`src/rtl/serial_adder.sv`:
```
// Bit-serial adder: one full-adder cell and a carry flop add two WIDTH-bit operands LSB-first.
// Define SERIAL_ADDER_SUB_EN to add the sub input (a - b via inverted B and forced carry-in).
module serial_adder #(
    parameter int WIDTH = 8
) (
    input  logic             clk,
    input  logic             rst_n,
    input  logic             start,
    input  logic [WIDTH-1:0] a,
    input  logic [WIDTH-1:0] b,
    input  logic             cin,
`ifdef SERIAL_ADDER_SUB_EN
    input  logic             sub,
`endif
    output logic             busy,
    output logic             done,
    output logic [WIDTH-1:0] sum,
    output logic             cout
);

    localparam int CW = $clog2(WIDTH + 1);

    typedef enum logic [1:0] {
        IDLE = 2'd0,
        RUN  = 2'd1,
        DONE = 2'd2
    } state_t;

    // Handshake: start is taken on any edge where busy=0 (IDLE or DONE);
    // done pulses for one cycle with sum/cout already updated.
    state_t           state;
    logic [CW-1:0]    cnt;
    logic [WIDTH-1:0] sh_a;
    logic [WIDTH-1:0] sh_b;
    logic [WIDTH-1:0] res;
    logic [WIDTH-1:0] res_next;
    logic             carry;
    logic             inv_b;
    logic             load_carry;
    logic             b_bit;
    logic             s_bit;
    logic             c_next;
    logic             last;

`ifdef SERIAL_ADDER_SUB_EN
    logic sub_r;
    assign inv_b      = sub_r;
    assign load_carry = sub | cin;
`else
    assign inv_b      = 1'b0;
    assign load_carry = cin;
`endif

    always_comb begin
        b_bit              = sh_b[0] ^ inv_b;
        s_bit              = sh_a[0] ^ b_bit ^ carry;
        c_next             = (sh_a[0] & b_bit) | (carry & (sh_a[0] ^ b_bit));
        res_next           = res >> 1;
        res_next[WIDTH-1]  = s_bit;
        last               = (cnt == CW'(WIDTH - 1));
    end

    always_ff @(posedge clk or negedge rst_n) begin
        if (!rst_n) begin
            state <= IDLE;
            busy  <= 1'b0;
            done  <= 1'b0;
            sum   <= '0;
            cout  <= 1'b0;
            cnt   <= '0;
            sh_a  <= '0;
            sh_b  <= '0;
            res   <= '0;
            carry <= 1'b0;
`ifdef SERIAL_ADDER_SUB_EN
            sub_r <= 1'b0;
`endif
        end else begin
            case (state)
                IDLE, DONE: begin
                    done <= 1'b0;
                    if (start) begin
                        sh_a  <= a;
                        sh_b  <= b;
                        carry <= load_carry;
                        res   <= '0;
                        cnt   <= '0;
`ifdef SERIAL_ADDER_SUB_EN
                        sub_r <= sub;
`endif
                        busy  <= 1'b1;
                        state <= RUN;
                    end else begin
                        state <= IDLE;
                    end
                end
                RUN: begin
                    carry <= c_next;
                    res   <= res_next;
                    sh_a  <= sh_a >> 1;
                    sh_b  <= sh_b >> 1;
                    cnt   <= cnt + 1'b1;
                    if (last) begin
                        sum   <= res_next;
                        cout  <= c_next;
                        busy  <= 1'b0;
                        done  <= 1'b1;
                        state <= DONE;
                    end
                end
                default: begin
                    busy  <= 1'b0;
                    done  <= 1'b0;
                    state <= IDLE;
                end
            endcase
        end
    end

endmodule
```
`config.mk`:
```
export PLATFORM = sky130hd
export DESIGN_NAME = serial_adder
export DESIGN_NICKNAME = d
export VERILOG_FILES = /design/src/rtl/serial_adder.sv
export SDC_FILE = /design/constraint.sdc
export NUM_CORES = 1
export LEC_CHECK = 0
export CORE_ASPECT_RATIO = 1.5
export CORE_MARGIN = 8
export CORE_UTILIZATION = 40
export DETAILED_ROUTE_END_ITERATION = 8
export GPL_TIMING_DRIVEN = 0
export HOLD_SLACK_MARGIN = 0.02
export PLACE_DENSITY = 0.66
export SLEW_MARGIN = 5
export SYNTH_ARGS = -nofsm -noshare
export SYNTH_HDL_FRONTEND = slang
export SYNTH_SLANG_ARGS = --single-unit
export TNS_END_PERCENT = 10
```
`constraint.sdc`:
```
create_clock -name clk -period 1.4 [get_ports clk]
set_clock_uncertainty 0.15 [all_clocks]
set_input_delay 0.28 -clock clk [delete_from_list [all_inputs] [get_ports clk]]
set_output_delay 0.28 -clock clk [all_outputs]
set_load 0.005 [all_outputs]
```
## Word-level counts from Yosys, hierarchy flattened

Index checks and enable logic that the tools add are counted.

| word-level totals | value |
|---|---|
| register bits after elaboration | 42 |
| bits in latches | 0 |
| bits in writable memories | 0 |
| memory bits (read-only) | 0 |
| input port bits | 20 |
| output and inout bits | 11 |
| word-level logic and storage cells | 45 |
| memories | 0 |

| operators by class | value |
|---|---|
| add/subtract/negate cells | 1 |
| multipliers | 0 |
| div/mod/pow operators | 0 |
| $lt $le $gt $ge | 0 |
| equality and inequality tests | 5 |
| shifts and indexed selects | 0 |
| mux-type cells | 18 |
| bitwise gates (word level) | 5 |
| reduce and logical (&&, ||, !) cells | 6 |

Operators with widths:

| kind | count |
|---|---|
| $pmux W8 S2 | 3 |
| $mux W8 | 3 |
| $pmux W4 S2 | 1 |
| $mux W1 | 6 |
| $reduce_and A2 Y1 | 3 |
| $add A4 B1 Y4 const B | 1 |
| $eq A4 B3 Y1 const B | 1 |
| $mux W4 | 1 |
| $ne A2 B2 Y1 const B | 2 |
| $pmux W1 S2 | 2 |
| $pmux W2 S2 | 1 |
| $and A1 B1 Y1 | 2 |
| $eq A2 B1 Y1 const B | 1 |
| $eq A2 B2 Y1 const B | 1 |
| $logic_not A2 Y1 | 1 |
| $mux W2 | 1 |
| $reduce_bool A2 Y1 | 1 |
| $reduce_or A2 Y1 | 1 |
| $xor A1 B1 Y1 | 2 |
| $or A1 B1 Y1 | 1 |

## Logic depth before layout (Yosys ltp)

| depth | value |
|---|---|
| depth after elaboration | 4 |
| mapped depth | 5 |

## Worst setup path before layout

Ideal clock, no wire load.

| timing | value |
|---|---|
| kind | flip-flop to flip-flop |
| from | register cnt[0] |
| to | register cout |
| setup time | 128 ps |
| arrival | 1225 ps |
| slack | -102 ps |
| cell stages (with the launch flop) | 6 |
| path through | dfrtp_1 -> ha_1 -> nand3b_1 -> nor2b_1 -> buf_4 -> mux2_1 |

| on the way | value |
|---|---|
| cells in the longest elaborated chain, start to end | 2 |

RTL lines:

| what | RTL line | text |
|---|---|---|
| start: declaration | 32 | `logic [CW-1:0] cnt;` |
| start signal: assignment | 102 | `cnt <= cnt + 1'b1;` |
| $eq A4 B3 Y1 | 60 | `last = (cnt == CW'(WIDTH - 1));` |
| $reduce_and A2 Y1 (no line) | n/a |  |
| end signal: assignment | 105 | `cout <= c_next;` |
| end: declaration | 18 | `output logic cout` |

No other way between the ends.
A chain may end at the register's enable or synchronous reset.

## Worst setup path in the final report

| timing | value |
|---|---|
| from | register cnt[0] |
| to | register sum[2] |

| on the way | value |
|---|---|
| cells in the longest elaborated chain, start to end | 2 |

RTL lines:

| what | RTL line | text |
|---|---|---|
| $eq A4 B3 Y1 | 60 |  |
| $reduce_and A2 Y1 (no line) | n/a |  |
| end signal: assignment | 104 | `sum <= res_next;` |
| end: declaration | 17 | `output logic [WIDTH-1:0] sum,` |

No other way between the ends.

==> results.txt <==
Design area - 0.00223 mm2
Most common cell after layout, fill and taps aside - dfrtp_1
Final setup fails - 32
R2R Setup Slk - -0.18 ns
Clock slew seen by the registers of the worst setup and hold paths - 0.07 ns
Row cnt - 28
Startpoint Class - register
Setup_tns - -2.84 ns
Mapped Cells - 115
Total global-route track usage - 12.1%
Worst skew pair latency - 0.28 ns
Starting DRT DRC Count - 57
Post-Route WL - 3630 um
Worst Path Max Fanout - 5
Placed instance area - 0.00200 mm2
Port bufs - 30
Register bit count reported by yosys - 40
Worst Setup End Kind - register
# IOs - 31
Reg2reg start - cnt[0]
Failing checks - negative hold slack, negative setup slack
Reg-to-Reg End - sum[2]
Crit Path Class - reg -> reg
HPWL after detailed placement - 2420 um
Initial antenna violation count - 0
# nets final - 185
CP max stage delay - 0.36 ns
Cell Chain, Critical Path - ha_2, nand3b_1, nor2b_4, buf_6, mux2_4
Final hold vios - 40
Vias/cell - 5.48
Leakage - 1.16 nW
Syn nets - 137
Root Driver - clkbuf_8
Max Clk Rate - 0.631 GHz
Worst setup margin - -0.184 ns
Final hold slack - -0.0399 ns
Syn Area/Cell - 14.4 um2
Die X - 68.4 um
Core Util, Final - 56.3%
Min Tclk post-route - 1.58 ns
Via count - 1,129
Crit path max-delay family - flip-flops
Status - finished, violations left
Worst VDD drop - 1.22 mV
Post-Syn Area - 0.00165 mm2
Clock tree buffer depth - 2
Unrepaired setup endpoints after global routing - true
Total power draw - 4.85 mW
Clock sink total - 40
Die Y - 94.7 um
Area growth, synth to finish - 35.0%
Worst slew pin tran - 0.872 ns
YS warnings - 0
Largest net degree at the start of global routing - 41
Routability cong. - 0.714
Tcrit/Tclk final - 113%
First drt pass iteration count - 3
CTS H-tree lvls - 2
Top post-synthesis cells by area - dfrtp_1, a22o_1, a21o_1
Synth top area share - 60.7%
Cell variety after synth - 20
Sequential share of the synthesized area - 60.7%
Diode count - 0
Fillers - 361
Reg2reg path depth - 5
PD cells - 2180 mW/mm2
DRC viols - 0
Seq. cell area - 0.00100 mm2
Final Slew Violations - 0
Slew headroom - 41.9%
Max-Cap Viols - 0
Ratio of cells with drive above 1 in the final layout - 25.5%
Critical Path RT - 1.42 ns
CTS tree - built
ANT nets after route - 0
Vias in the first global route - 1,280
Global-route wire length before repair - 5870 um
Core Area - 0.00396 mm2
Grt ovf - 0
Commonest non-fill, non-tap cells in the layout - dfrtp_1, a22o_1, clkdlybuf4s50_1, a21o_1
DIE AREA - 0.00648 mm2
Critical path's slowest cell - dfrtp_1
Buf/Inv on CP - 1
Initial Utilization - 41.7%
Area occupied by multi-input gates - 647 um2
Type of the tightest min-delay check - in -> async
Leading area contributor after synthesis - dfrtp_1
CTS buffer count - 5
Crit path DAT - 1.60 ns
DR WL/cell - 17.6 um
## worst max-delay path by stage
stage	startpoint	end	slack [ns]	cells after the start
floorplan	cnt[0]	cout	-0.10	5
global placement	rst_n	sh_a[7]	-1.0	1
detailed placement	start	cnt[2]	-0.45	5
CTS	cnt[1]	sum[2]	-0.17	5
global route	cnt[0]	sum[1]	-0.24	5
finish	cnt[0]	sum[2]	-0.18	5
## state kept, by name, indices dropped and copies added, names as in the netlist
register and flops:
cout 1, carry 1, sh_b 8, sh_a 8, sum 8, res 7
cnt 4, state 2, busy 1
## worst register-to-register path, stage by stage, from the launching register on
cell and delay (ns):
dfrtp_1 0.36, ha_2 0.19, nand3b_1 0.14, nor2b_4 0.17, buf_6 0.15, mux2_4 0.31
## cells by family (layout without fill, tap and decap cells)
family                   count (synthesis)  after routing  synth area share [%]
AO/OA/AOI/OAI                           43             43                  21.4
flip-flops                              40             40                  60.7
buffers and inverters                    8             54                  3.26
adder cells (fa/ha/maj)                  2              2                  1.97
AND/OR/NAND/NOR                         10             10                  4.70
multiplexers                            12             12                  8.04
## per-layer routing
metal	part of all wire, %	vias up	routed length [um]	track usage (%)
li1	-	519	-	-
met1	40	570	1460	13.9
met2	51	33	1840	19.0
met3	6.2	7	225	4.03
met4	2.7	0	99	6.86
met5	0	-	0	0
## synth_stat cells
| cell type | instances |
|---|---|
| fa_1 | 1 |
| nor2b_1 | 2 |
| nor2_4 | 1 |
| nor2b_4 | 1 |
| a21o_1 | 16 |
| mux2_2 | 1 |
| mux2_1 | 9 |
| nand3b_1 | 2 |
| nor2b_2 | 1 |
| nand4_1 | 1 |
| dfrtp_1 | 40 |
| o21ai_0 | 1 |
| buf_6 | 1 |
| nand2b_1 | 1 |
| nor2_1 | 1 |
| a22o_1 | 26 |
| mux2i_1 | 2 |
| buf_2 | 4 |
| ha_1 | 1 |
| buf_4 | 3 |
## timing repair
item,in CTS,in global routing
pin swaps,17,1
resized for setup,27,12
endpoints found under the hold margin,40,0
cloned,1,0
endpoints found under the setup margin,44,41
setup buffers,6,4
## per-stage QoR
step | cells | hold WS, ns | worst slack, ns
global placement | 190 | 0.305 | -0.998
finish | 206 | -0.0399 | -0.184
floorplan | 115 | -0.166 | -0.102
global route | 206 | 0.0394 | -0.241
detailed placement | 190 | 0.298 | -0.455
CTS | 202 | -0.0140 | -0.175
## power breakdown
group          internal, mW  switching, mW
sequential             1.66          0.326
clock                 0.321          0.353
combinational          1.32          0.866
## layout make-up
cell class                      instances  share of cell area (%)
Sequential cell                        40                    44.9
Multi-Input combinational cell         67                    29.0
Clock buffer                            5                    3.09
Tap cell                               45                    2.53
Timing Repair Buffer                   41                    17.0
Buffer                                  8                    3.48
(Power assumes the default switching activity.)
